## config.mk

```make
export PLATFORM = sky130hd
export DESIGN_NAME = matmul_addr_gen
export DESIGN_NICKNAME = d
export VERILOG_FILES = /design/src/rtl/matmul_addr_gen.sv
export SDC_FILE = /design/constraint.sdc
export NUM_CORES = 1
export LEC_CHECK = 0
export ABC_AREA = 1
export CAP_MARGIN = 0
export CORE_MARGIN = 4
export CORE_UTILIZATION = 53
export DETAILED_ROUTE_END_ITERATION = 10
export PLACE_DENSITY = 0.76
export SLEW_MARGIN = 0
export SYNTH_ARGS = -nofsm -noshare
export SYNTH_HDL_FRONTEND = slang
export SYNTH_SLANG_ARGS = --single-unit
```

## constraint.sdc

```tcl
create_clock -name clk -period 2 [get_ports clk]
set_input_delay 0.4 -clock clk [delete_from_list [all_inputs] [get_ports clk]]
set_output_delay 0.4 -clock clk [all_outputs]
set_load 0.005 [all_outputs]
```

## src/rtl/matmul_addr_gen.sv

```systemverilog
// Address generator for an M x N x K matrix-multiply traversal (i outer, j, k inner).
// Emits one word address per ready/valid beat for the A, B, B-transposed or C operand.
module matmul_addr_gen #(
  parameter  int M    = 3,
  parameter  int N    = 3,
  parameter  int K    = 3,
  localparam int MK   = M * K,
  localparam int KN   = K * N,
  localparam int MN   = M * N,
  localparam int MAXP = ((MK > KN ? MK : KN) > MN) ? (MK > KN ? MK : KN) : MN,
  localparam int AW   = (MAXP > 1) ? $clog2(MAXP) : 1
) (
  input  logic          clk,
  input  logic          rst,
  input  logic          start,
  input  logic [1:0]    mode,
  input  logic          abort,
  input  logic          ready,
  output logic          valid,
  output logic [AW-1:0] addr,
  output logic          last,
  output logic          busy,
  output logic          done
);

  localparam int IW = (M > 1) ? $clog2(M) : 1;
  localparam int JW = (N > 1) ? $clog2(N) : 1;
  localparam int KW = (K > 1) ? $clog2(K) : 1;

  localparam logic [IW-1:0] IMAX  = IW'(M - 1);
  localparam logic [JW-1:0] JMAX  = JW'(N - 1);
  localparam logic [KW-1:0] KMAX  = KW'(K - 1);
  localparam logic [AW-1:0] KSTEP = AW'(K);
  localparam logic [AW-1:0] NSTEP = AW'(N);

  localparam logic [1:0] IDLE = 2'd0;
  localparam logic [1:0] RUN  = 2'd1;
  localparam logic [1:0] DONE = 2'd2;

  logic [1:0]    state_q, state_d;
  logic [1:0]    mode_q, mode_d;
  logic [IW-1:0] i_q, i_d;
  logic [JW-1:0] j_q, j_d;
  logic [KW-1:0] k_q, k_d;
  logic [AW-1:0] iK_q, iK_d;
  logic [AW-1:0] iN_q, iN_d;
  logic [AW-1:0] jK_q, jK_d;
  logic [AW-1:0] kN_q, kN_d;
  logic [AW-1:0] addr_q, addr_d;
  logic          last_q, last_d;

  // The products i*K, i*N, j*K and k*N are kept as running sums that step by K or N
  // whenever their counter advances, so the address is a registered add of two terms.
  always_comb begin
    state_d = state_q;
    mode_d  = mode_q;
    i_d     = i_q;
    j_d     = j_q;
    k_d     = k_q;
    iK_d    = iK_q;
    iN_d    = iN_q;
    jK_d    = jK_q;
    kN_d    = kN_q;

    case (state_q)
      IDLE: begin
        if (start) begin
          state_d = RUN;
          mode_d  = mode;
          i_d     = '0;
          j_d     = '0;
          k_d     = '0;
          iK_d    = '0;
          iN_d    = '0;
          jK_d    = '0;
          kN_d    = '0;
        end
      end
      RUN: begin
        if (abort) begin
          state_d = DONE;
        end else if (ready) begin
          if (last_q) begin
            state_d = DONE;
          end else if (k_q != KMAX) begin
            k_d  = k_q + 1'b1;
            kN_d = kN_q + NSTEP;
          end else begin
            k_d  = '0;
            kN_d = '0;
            if (j_q != JMAX) begin
              j_d  = j_q + 1'b1;
              jK_d = jK_q + KSTEP;
            end else begin
              j_d  = '0;
              jK_d = '0;
              i_d  = i_q + 1'b1;
              iK_d = iK_q + KSTEP;
              iN_d = iN_q + NSTEP;
            end
          end
        end
      end
      DONE: begin
        state_d = IDLE;
        i_d     = '0;
        j_d     = '0;
        k_d     = '0;
        iK_d    = '0;
        iN_d    = '0;
        jK_d    = '0;
        kN_d    = '0;
      end
      default: state_d = IDLE;
    endcase

    case (mode_d)
      2'd0:    addr_d = iK_d + AW'(k_d);
      2'd1:    addr_d = kN_d + AW'(j_d);
      2'd2:    addr_d = jK_d + AW'(k_d);
      default: addr_d = iN_d + AW'(j_d);
    endcase

    last_d = (i_d == IMAX) && (j_d == JMAX) && (k_d == KMAX);
  end

  always_ff @(posedge clk or negedge rst) begin
    if (!rst) begin
      state_q <= IDLE;
      mode_q  <= 2'd0;
      i_q     <= '0;
      j_q     <= '0;
      k_q     <= '0;
      iK_q    <= '0;
      iN_q    <= '0;
      jK_q    <= '0;
      kN_q    <= '0;
      addr_q  <= '0;
      last_q  <= 1'b0;
    end else begin
      state_q <= state_d;
      mode_q  <= mode_d;
      i_q     <= i_d;
      j_q     <= j_d;
      k_q     <= k_d;
      iK_q    <= iK_d;
      iN_q    <= iN_d;
      jK_q    <= jK_d;
      kN_q    <= kN_d;
      addr_q  <= addr_d;
      last_q  <= last_d;
    end
  end

  // last_q tracks the counters even when idle, so it only reaches the port with valid.
  assign valid = (state_q == RUN);
  assign busy  = (state_q == RUN);
  assign done  = (state_q == DONE);
  assign addr  = addr_q;
  assign last  = last_q & valid;

endmodule

```

==> impl_metrics.py, run 1 <==
metrics = {
    "outcome": {
        "outcome": "finished, violations left",
        "violations": "negative setup slack",
    },
    "routing": {
        "avgRoutedWirePerCell_um": 18.7,
        "via_per_inst": 5.78,
        "dr.pass1.iters": 6,
        "ant_nets": 0,
        "drcViolationCount": 0,
        "vias": 2462,
        "drt_iter0_markers": 243,
        "drt-total-wl_mm": 7.96,
    },
    "synthesis": {
        "synth_area_um2": 2080,
        "postSynthAreaPerCell_um2": 7.49,
        "synth.distinct_cells": 30,
        "yosysTopAreaCell": "dfrtp_1",
        "ys_ff_latch": 31,
        "netlist.area_leader.share_pct": 37.4,
        "synthTopCellsByArea": "dfrtp_1, nand2_1, nand3_1",
        "ys_warn_count": 0,
        "synth_seq_area_share_pct": 37.4,
        "netlist_top_cells_count": "nand2_1, inv_1, dfrtp_1, nand3_1, nor2_1",
        "synth_edf_count": 0,
        "async_reset_ff_share_pct": 100,
        "ys.flop_type": "dfrtp_1",
        "synth_nets": 294,
        "syn-instance-count": 277,
        "yosysMostFrequentCell": "nand2_1",
    },
    "floorplanning": {
        "core_area_um2": 3720,
        "die_h_um": 70.6,
        "ios": 15,
        "die_area_um2": 4980,
        "die_width_um": 70.6,
        "core.rowCount": 22,
        "start_util_pct": 55.9,
    },
    "placed_design": {
        "place_area_um2": 2730,
        "place_congestion": 0.871,
        "portBuffers": 14,
        "hpwl_mm": 4.49,
        "post-place-ws_ns": -0.897,
    },
    "setup_path": {
        "cp.required_ns": 2.18,
        "end_kind": "register",
        "critPathKind": "register to register",
        "cp-start-kind": "register",
        "path_max_fanout": 4,
        "cp.arrival_ns": 2.55,
    },
    "global_routing": {
        "antenna_found_initial": 0,
        "grt_usage_pct": 28.9,
        "grt_max_degree": 32,
        "grt-ovfl-total": 0,
        "grt_pass1_vias": 2363,
        "grt_pass1_wl_mm": 11.2,
    },
    "clock_tree": {
        "hold_buffers": 0,
        "cts_buffer_depth": 2,
        "cts_root_buffer": "clkbuf_8",
        "cts.sinks": 31,
        "cts_made_buffers": 5,
        "clk_latency_ns": 0.29,
        "cts_tree": "yes",
        "clkTransAtPathRegs_ns": 0.07,
        "htreeDepth": 2,
    },
    "final_layout": {
        "finish.instance_area_um2": 3200,
        "diodes": 0,
        "drive_gt1_share_pct": 41.8,
        "final.fill_count": 195,
        "finalNetCount": 394,
        "area_delta_synth_final_pct": 54.2,
    },
    "power_and_ir_drop": {
        "intPower_w": 0.00179,
        "pwr-share-comb_pct": 54.6,
        "power_frac_seq_pct": 26.8,
        "ir_worst_vdd_mv": 0.582,
        "clkPwrFrac_pct": 18.6,
        "powerDensity_nw_per_um2": 932,
        "p_total_w": 0.00298,
        "p_sw_share_pct": 39.9,
        "p_leak_nw": 1.69,
        "switchingPower_w": 0.00119,
    },
    "sta": {
        "hold_viol": 0,
        "worst_pin_slew_ns": 0.443,
        "setup_slack_ns": -0.374,
        "slew_headroom_pct": 70.5,
        "rsz0062_at_grt": "yes",
        "period_minus_slack_ns": 2.37,
        "drv_slew": 0,
        "hold_ws_ns": 0.513,
        "max_freq_mhz": 421,
        "fin_setup_tns_ns": -1.17,
        "final-setup-viol-count": 5,
        "post-route-period-util_pct": 119,
        "skew_ns": 0.00426,
    },
    "hold_path": {
        "hold_class": "primary input to async pin",
    },
    "flow_run": {
        "cap_violations": 0,
    },
}
-- power groups by stage --
| stage | logic (W) | registers [W] | clock network [W] |
|---|---|---|---|
| floorplan | 0.000602 | 0.000786 | 0 |
| global route | 0.00175 | 0.000810 | 0.000595 |
| global placement | 0.00120 | 0.000792 | 0 |
| detailed placement | 0.00122 | 0.000794 | 0 |
| finish | 0.00163 | 0.000799 | 0.000556 |
| CTS | 0.00140 | 0.000781 | 0.000562 |
-- flip-flops by register name, summed over array words and instances (netlist names) --
name	cells
iK_q	4
state_q	2
iN_q	4
addr	4
jK_q	4
mode_q	2
i_q	2
last_q	1
j_q	2
kN_q	4
k_q	2
-- cell families (layout without fill, tap and decap cells) --
logic type	after synthesis	in the layout	synth area share, %
muxes	2	2	0.964
and+or+nand+nor	142	142	32.5
AOI/OAI and AO/OA	41	41	12.7
buffers and inverters	51	152	9.76
DFF	31	31	37.4
adders and majority gates	10	10	6.75
-- cell type report --
| type | instances | area, µm² | share of cell area (%) |
|---|---|---|---|
| multi-input combinational | 195 | 1280 | 40.1 |
| sequential | 31 | 779 | 24.3 |
| timing repair buffer | 96 | 779 | 24.3 |
| inverter | 48 | 200 | 6.25 |
| clock buffer | 8 | 100 | 3.13 |
| tap | 48 | 60.1 | 1.88 |
-- layout by cell type, fill, tap and decap left out, types with 2 or more instances in the layout --
cell / netlist / final
buf_6: 0 / 5
dfrtp_2: 0 / 3
clkbuf_8: 0 / 7
a21oi_1: 7 / 7
a21o_1: 3 / 3
nand4_1: 6 / 6
dlygate4sd2_1: 0 / 3
inv_6: 0 / 2
nand2_2: 9 / 9
o211ai_1: 3 / 3
nand3_1: 31 / 29
o21ai_4: 0 / 2
nand3_2: 2 / 3
o21ai_2: 3 / 6
nor3_1: 2 / 2
dfrtp_1: 31 / 28
o21ai_1: 4 / 3
nor2_4: 4 / 8
nor2_1: 15 / 13
buf_4: 3 / 77
ha_2: 0 / 2
nor2_2: 4 / 2
fa_2: 0 / 2
dlymetal6s2s_1: 0 / 3
nand2_4: 1 / 8
clkdlybuf4s50_1: 0 / 7
inv_2: 8 / 11
ha_1: 8 / 6
inv_1: 40 / 33
o21ai_0: 13 / 9
nand2_1: 67 / 60
-- timing repair --
item	4_1_cts	5_1_grt
setup endpoints to repair	8	7
buffers inserted	13	11
pin swaps	16	19
gates resized for setup	32	28
-- per-layer routing --
| metal | global-route usage, % | vias to the layer above | share of wire [%] |
|---|---|---|---|
| li1 | - | 1093 | - |
| met1 | 34.7 | 1184 | 37 |
| met2 | 48.8 | 138 | 51 |
| met3 | 6.82 | 47 | 7.4 |
| met4 | 14.2 | 0 | 5.1 |
| met5 | 0 | - | 0 |
-- critical path, cell delays in order (launching register included) --
cell	delay [ns]
dfrtp_2	0.44
inv_2	0.11
nand3_2	0.14
nor2_4	0.17
buf_6	0.14
buf_4	0.11
nand2_1	0.09
nor3_1	0.18
a21o_1	0.18
inv_1	0.09
fa_2	0.54
mux2i_1	0.07
-- final timing paths --
kind | startpoint | slack [ns] | depth (start not counted) | endpoint
worst min-delay path | rst | 0.51 | 2 | jK_q[3]$_DFF_PN0_
worst min register to register | i_q[0]$_DFF_PN0_ | 0.53 | 1 | i_q[0]$_DFF_PN0_
worst max register to register | last_q$_DFF_PN0_ | -0.37 | 11 | addr[1]$_DFF_PN0_
min in group clk | i_q[0]$_DFF_PN0_ | 0.53 | 1 | i_q[0]$_DFF_PN0_
worst max-delay path | last_q$_DFF_PN0_ | -0.37 | 11 | addr[1]$_DFF_PN0_
max in group asynchronous | rst | 1.13 | 2 | k_q[1]$_DFF_PN0_
-- stage by stage --
stage / std cells / utilization [%]
2_1_floorplan: 277 / -
3_3_place_gp: 394 / 73.4
3_5_place_dp: 394 / 73.4
4_1_cts: 415 / 81.4
5_1_grt: 426 / 86.2
6_report: 426 / 86.2
Power figures use the tool's default switching activity.
==> run 2, diff against run 1 <==
- CORE_UTILIZATION: 53 -> 50
- PLACE_DENSITY: 0.76 -> 0.72
==> impl_metrics.py, run 2 (synthesis results as in run 1) <==
metrics = {
    "routing": {
        "avgRoutedWirePerCell_um": 15.5,
        "drt_iter0_markers": 145,
        "drcViolationCount": 0,
        "via_per_inst": 5.32,
        "ant_nets": 0,
        "drt-total-wl_mm": 6.60,
        "vias": 2266,
        "dr.pass1.iters": 4,
    },
    "placed_design": {
        "portBuffers": 14,
        "hpwl_mm": 4.53,
        "place_congestion": 0.892,
        "post-place-ws_ns": -0.906,
    },
    "global_routing": {
        "antenna_found_initial": 0,
        "grt_max_degree": 32,
        "grt_usage_pct": 27.2,
        "grt_pass1_wl_mm": 10.8,
        "grt-ovfl-total": 0,
        "busiest_layer": "met2",
        "grt_util_met2_pct": 45.7,
        "grt_pass1_vias": 2339,
        "grtUsageMet3_pct": 5.54,
        "met1_usage_pct": 33.5,
    },
    "clock_tree": {
        "clk_latency_ns": 0.29,
        "hold_buffers": 0,
        "cts_made_buffers": 5,
        "htreeDepth": 2,
        "cts_root_buffer": "clkbuf_8",
        "clkTransAtPathRegs_ns": 0.07,
        "cts_tree": "yes",
        "cts_buffer_depth": 2,
        "cts.sinks": 31,
    },
    "floorplanning": {
        "ios": 15,
        "die_h_um": 72.4,
        "start_util_pct": 51.9,
        "core.rowCount": 23,
        "die_width_um": 72.4,
        "die_area_um2": 5250,
        "core_area_um2": 4000,
    },
    "setup_path": {
        "ff2ff_path_depth": 12,
        "r2r_start": "state_q[1]$_DFFE_PN0P_",
        "reg2reg_to": "addr[1]$_DFF_PN0_",
        "path_cells": "inv_2 -> nand2_4 -> buf_6 -> nor2_4 -> nand2_2 -> a22oi_2 -> nand2_1 -> o21ai_2 -> ha_2 -> inv_2 -> fa_2 -> mux2i_1",
        "crit_family": "adder cells",
        "cp.arrival_ns": 2.51,
        "r2r_slack_ns": -0.33,
        "worst-path-buf-inv": 3,
        "end_kind": "register",
        "crit_end": "addr[1]$_DFF_PN0_",
        "path_common_cell": "inv_2",
        "cp.required_ns": 2.17,
        "cp-start-kind": "register",
        "slowest_delay_ns": 0.51,
        "path_max_fanout": 5,
        "startpoint": "state_q[1]$_DFFE_PN0P_",
        "crit_slowest_cell": "fa_2",
        "crit_cells": 12,
        "critPathKind": "register to register",
    },
    "sta": {
        "final-setup-viol-count": 5,
        "rsz0062_at_grt": "yes",
        "setup_slack_ns": -0.334,
        "fin_setup_tns_ns": -1.05,
        "drv_slew": 0,
        "skew_ns": 0.00700,
        "post-route-period-util_pct": 117,
        "max_freq_mhz": 428,
        "hold_viol": 0,
        "period_minus_slack_ns": 2.33,
        "slew_headroom_pct": 72.3,
        "worst_pin_slew_ns": 0.416,
        "hold_ws_ns": 0.505,
    },
    "final_layout": {
        "area_delta_synth_final_pct": 55.3,
        "final_util_pct": 80.6,
        "final_cell_mix": "buf_4, nand2_1, inv_1, dfrtp_1, nand3_1",
        "final.fill_count": 259,
        "finalNetCount": 392,
        "drive_gt1_share_pct": 42.6,
        "diodes": 0,
        "final_common_cell": "buf_4",
    },
    "power_and_ir_drop": {
        "p_leak_nw": 1.67,
        "ir_worst_vdd_mv": 0.647,
        "powerDensity_nw_per_um2": 939,
    },
    "hold_path": {
        "hold_class": "primary input to async pin",
    },
    "flow_run": {
        "cap_violations": 0,
    },
    "outcome": {
        "violations": "negative setup slack",
        "outcome": "finished, violations left",
    },
}
run 2: cell count changes in the layout (fill, tap and decap cells not counted), moves of 3 or more:
cell            change
dlymetal6s2s_1      -3
buf_4               -3
a21oi_2             +3
nand3_2             +3
run 2: worst min-delay path by stage:
| stage | from | endpoint | slack [ns] | depth (start not counted) |
|---|---|---|---|---|
| floorplan | rst | addr[0]$_DFF_PN0_ | 0.10 | 0 |
| global placement | i_q[0]$_DFF_PN0_ | i_q[0]$_DFF_PN0_ | 0.49 | 1 |
| detailed placement | i_q[0]$_DFF_PN0_ | i_q[0]$_DFF_PN0_ | 0.50 | 1 |
| CTS | i_q[0]$_DFF_PN0_ | i_q[0]$_DFF_PN0_ | 0.51 | 1 |
| global route | rst | mode_q[0]$_DFF_PN0_ | 0.54 | 2 |
| finish | rst | mode_q[0]$_DFF_PN0_ | 0.51 | 2 |
run 2: layer usage:
layer	share of wire (%)	routed length [µm]
met4	2.1	137
met3	5.7	375
met2	52	3460
met5	0	0
met1	40	2630
run 2: where the power goes:
group	internal [W]	switching (W)	total (W)
Combinational	0.000753	0.000825	0.00158
Sequential	0.000725	0.0000683	0.000794
Clock	0.000403	0.000253	0.000656
Total	0.00188	0.00115	0.00303
run 2: through the flow:
step / power (W) / cell area [µm²] / std cells
final: 0.00303 / 3220 / 426
after global routing: 0.00319 / 3220 / 426
after CTS: 0.00291 / 3130 / 421
after detailed placement: 0.00204 / 2750 / 399
after global placement: 0.00202 / 2750 / 399
after floorplan: 0.00139 / 2110 / 277
run 2: cell type report:
cell class	instances	area, µm²	area share (%)
clock buffer	6	82.6	2.56
clock inverter	2	35.0	1.09
inverter	48	198	6.13
multi-input combinational	195	1310	40.6
sequential	31	778	24.1
tap	50	62.6	1.94
timing repair buffer	94	758	23.5
run 2: what timing repair did:
item	4_1_cts	5_1_grt
setup endpoints to repair	8	6
gates cloned	0	0
setup buffers	14	5
pin swaps	29	17
resized for setup	47	14
endpoints found under the hold margin	0	0
==> run 3, diff against run 2 <==
- CAP_MARGIN: 0 -> 20
- GPL_ROUTABILITY_DRIVEN: default -> 0
- clock period: 2 -> 2.1 ns (I/O delays scaled with it)
==> impl_metrics.py, run 3 (synthesis results as in run 1) <==
metrics = {
    "outcome": {
        "outcome": "finished, violations left",
        "violations": "negative setup slack",
    },
    "setup_path": {
        "path_cells": "buf_6 -> nor2_4 -> nand2_2 -> nor2_4 -> nand2_4 -> a21oi_4 -> nand2_1 -> o21ai_2 -> ha_2 -> inv_2 -> fa_2 -> mux2i_1",
        "crit_slowest_cell": "fa_2",
        "cp-start-kind": "register",
        "critPathKind": "register to register",
        "worst-path-buf-inv": 2,
        "slowest_delay_ns": 0.53,
        "path_max_fanout": 5,
        "end_kind": "register",
        "path_common_cell": "nor2_4",
        "cp.arrival_ns": 2.47,
        "cp.required_ns": 2.27,
        "crit_family": "adder cells",
    },
    "power_and_ir_drop": {
        "powerDensity_nw_per_um2": 871,
        "pwr-share-comb_pct": 53.7,
        "switchingPower_w": 0.00106,
        "clkPwrFrac_pct": 19.2,
        "power_frac_seq_pct": 27.1,
        "intPower_w": 0.00172,
        "p_leak_nw": 1.65,
        "ir_worst_vdd_mv": 0.597,
        "p_sw_share_pct": 38.2,
    },
    "clock_tree": {
        "cts_tree": "yes",
        "htreeDepth": 2,
        "clkTransAtPathRegs_ns": 0.07,
        "cts.sinks": 31,
        "cts_buffer_depth": 2,
        "clk_latency_ns": 0.29,
        "cts_root_buffer": "clkbuf_8",
        "hold_buffers": 0,
        "cts_made_buffers": 5,
    },
    "floorplanning": {
        "core_area_um2": 4000,
        "ios": 15,
        "start_util_pct": 51.9,
        "die_h_um": 72.4,
        "core.rowCount": 23,
        "die_area_um2": 5250,
        "die_width_um": 72.4,
    },
    "sta": {
        "skew_ns": 0.00951,
        "drv_slew": 0,
        "rsz0062_at_grt": "yes",
        "max_freq_mhz": 435,
        "setup_slack_ns": -0.197,
        "final-setup-viol-count": 3,
        "hold_viol": 0,
        "fin_setup_tns_ns": -0.491,
        "slew_headroom_pct": 71.8,
        "worst_pin_slew_ns": 0.423,
        "period_minus_slack_ns": 2.30,
        "post-route-period-util_pct": 109,
    },
    "placed_design": {
        "post-place-ws_ns": -0.808,
        "hpwl_mm": 4.49,
        "place_area_um2": 2740,
        "portBuffers": 14,
    },
    "global_routing": {
        "grt_pass1_vias": 2275,
        "antenna_found_initial": 0,
        "grt_pass1_wl_mm": 10.6,
        "grt_max_degree": 32,
        "grt_usage_pct": 26.4,
        "grt-ovfl-total": 0,
    },
    "final_layout": {
        "area_delta_synth_final_pct": 54.1,
        "multiInputGateArea_um2": 1300,
        "finish.instance_area_um2": 3200,
        "final_cell_mix": "buf_4, nand2_1, inv_1, dfrtp_1, nand3_1",
        "finalNetCount": 388,
        "drive_gt1_share_pct": 40.6,
        "diodes": 0,
        "final_common_cell": "buf_4",
        "seq_area_um2": 779,
        "final.fill_count": 237,
    },
    "hold_path": {
        "hold_class": "primary input to async pin",
    },
    "routing": {
        "dr.pass1.iters": 4,
        "avgRoutedWirePerCell_um": 15.9,
        "drcViolationCount": 0,
        "ant_nets": 0,
        "drt-total-wl_mm": 6.71,
        "drt_iter0_markers": 203,
        "vias": 2298,
        "via_per_inst": 5.45,
    },
    "flow_run": {
        "cap_violations": 0,
    },
}
-- run 3: final cells by class --
class / instances / area share [%]
Multi-Input combinational cell: 195 / 40.6
Sequential cell: 31 / 24.4
Timing Repair Buffer: 90 / 23.5
Inverter: 48 / 6.49
Clock buffer: 8 / 3.13
Tap cell: 50 / 1.96
-- run 3: power by group through the flow --
stage	registers (W)	logic [W]	clock network (W)
detailed placement	0.000756	0.00117	0
global route	0.000763	0.00161	0.000567
finish	0.000755	0.00150	0.000534
floorplan	0.000749	0.000573	0
global placement	0.000754	0.00114	0
CTS	0.000752	0.00138	0.000540
-- run 3: final timing paths --
path | startpoint | endpoint | slack, ns | depth (start not counted)
min in group clk | abort | state_q[1]$_DFFE_PN0P_ | 0.52 | 4
worst max register to register | k_q[0]$_DFF_PN0_ | addr[1]$_DFF_PN0_ | -0.20 | 12
worst max-delay path | k_q[0]$_DFF_PN0_ | addr[1]$_DFF_PN0_ | -0.20 | 12
max in group asynchronous | rst | k_q[1]$_DFF_PN0_ | 1.25 | 2
worst min register to register | i_q[0]$_DFF_PN0_ | i_q[0]$_DFF_PN0_ | 0.52 | 1
worst min-delay path | rst | i_q[0]$_DFF_PN0_ | 0.52 | 2
-- run 3: layer usage --
layer  GRT usage [%]  vias to the layer above  wire (µm)
li1                -                     1083          -
met1            32.9                     1118       2720
met2            45.0                       78       3470
met3            4.99                       19        374
met4            10.5                        0        146
met5               0                        -          0
-- run 3: timing repair --
| action | in CTS | in global routing |
|---|---|---|
| pin swaps | 32 | 16 |
| setup endpoints to repair | 7 | 7 |
| resized for setup | 41 | 20 |
| gates cloned | 0 | 0 |
| setup buffers | 16 | 5 |
-- run 3: through the flow --
stage	hold slack, ns	utilization, %	std cells	total power (W)
2_1_floorplan	0.124	-	277	0.00132
3_5_place_dp	0.497	68.5	394	0.00192
4_1_cts	0.508	77.4	418	0.00267
6_report	0.515	80.0	422	0.00279
5_1_grt	0.509	80.0	422	0.00294
3_3_place_gp	0.499	68.5	394	0.00190
-- run 3: worst reg2reg max path, cell delays in order (launching register included) --
cell	delay, ns
dfrtp_1	0.41
buf_6	0.13
nor2_4	0.13
nand2_2	0.10
nor2_4	0.15
nand2_4	0.12
a21oi_4	0.16
nand2_1	0.08
o21ai_2	0.06
ha_2	0.20
inv_2	0.04
fa_2	0.53
mux2i_1	0.07
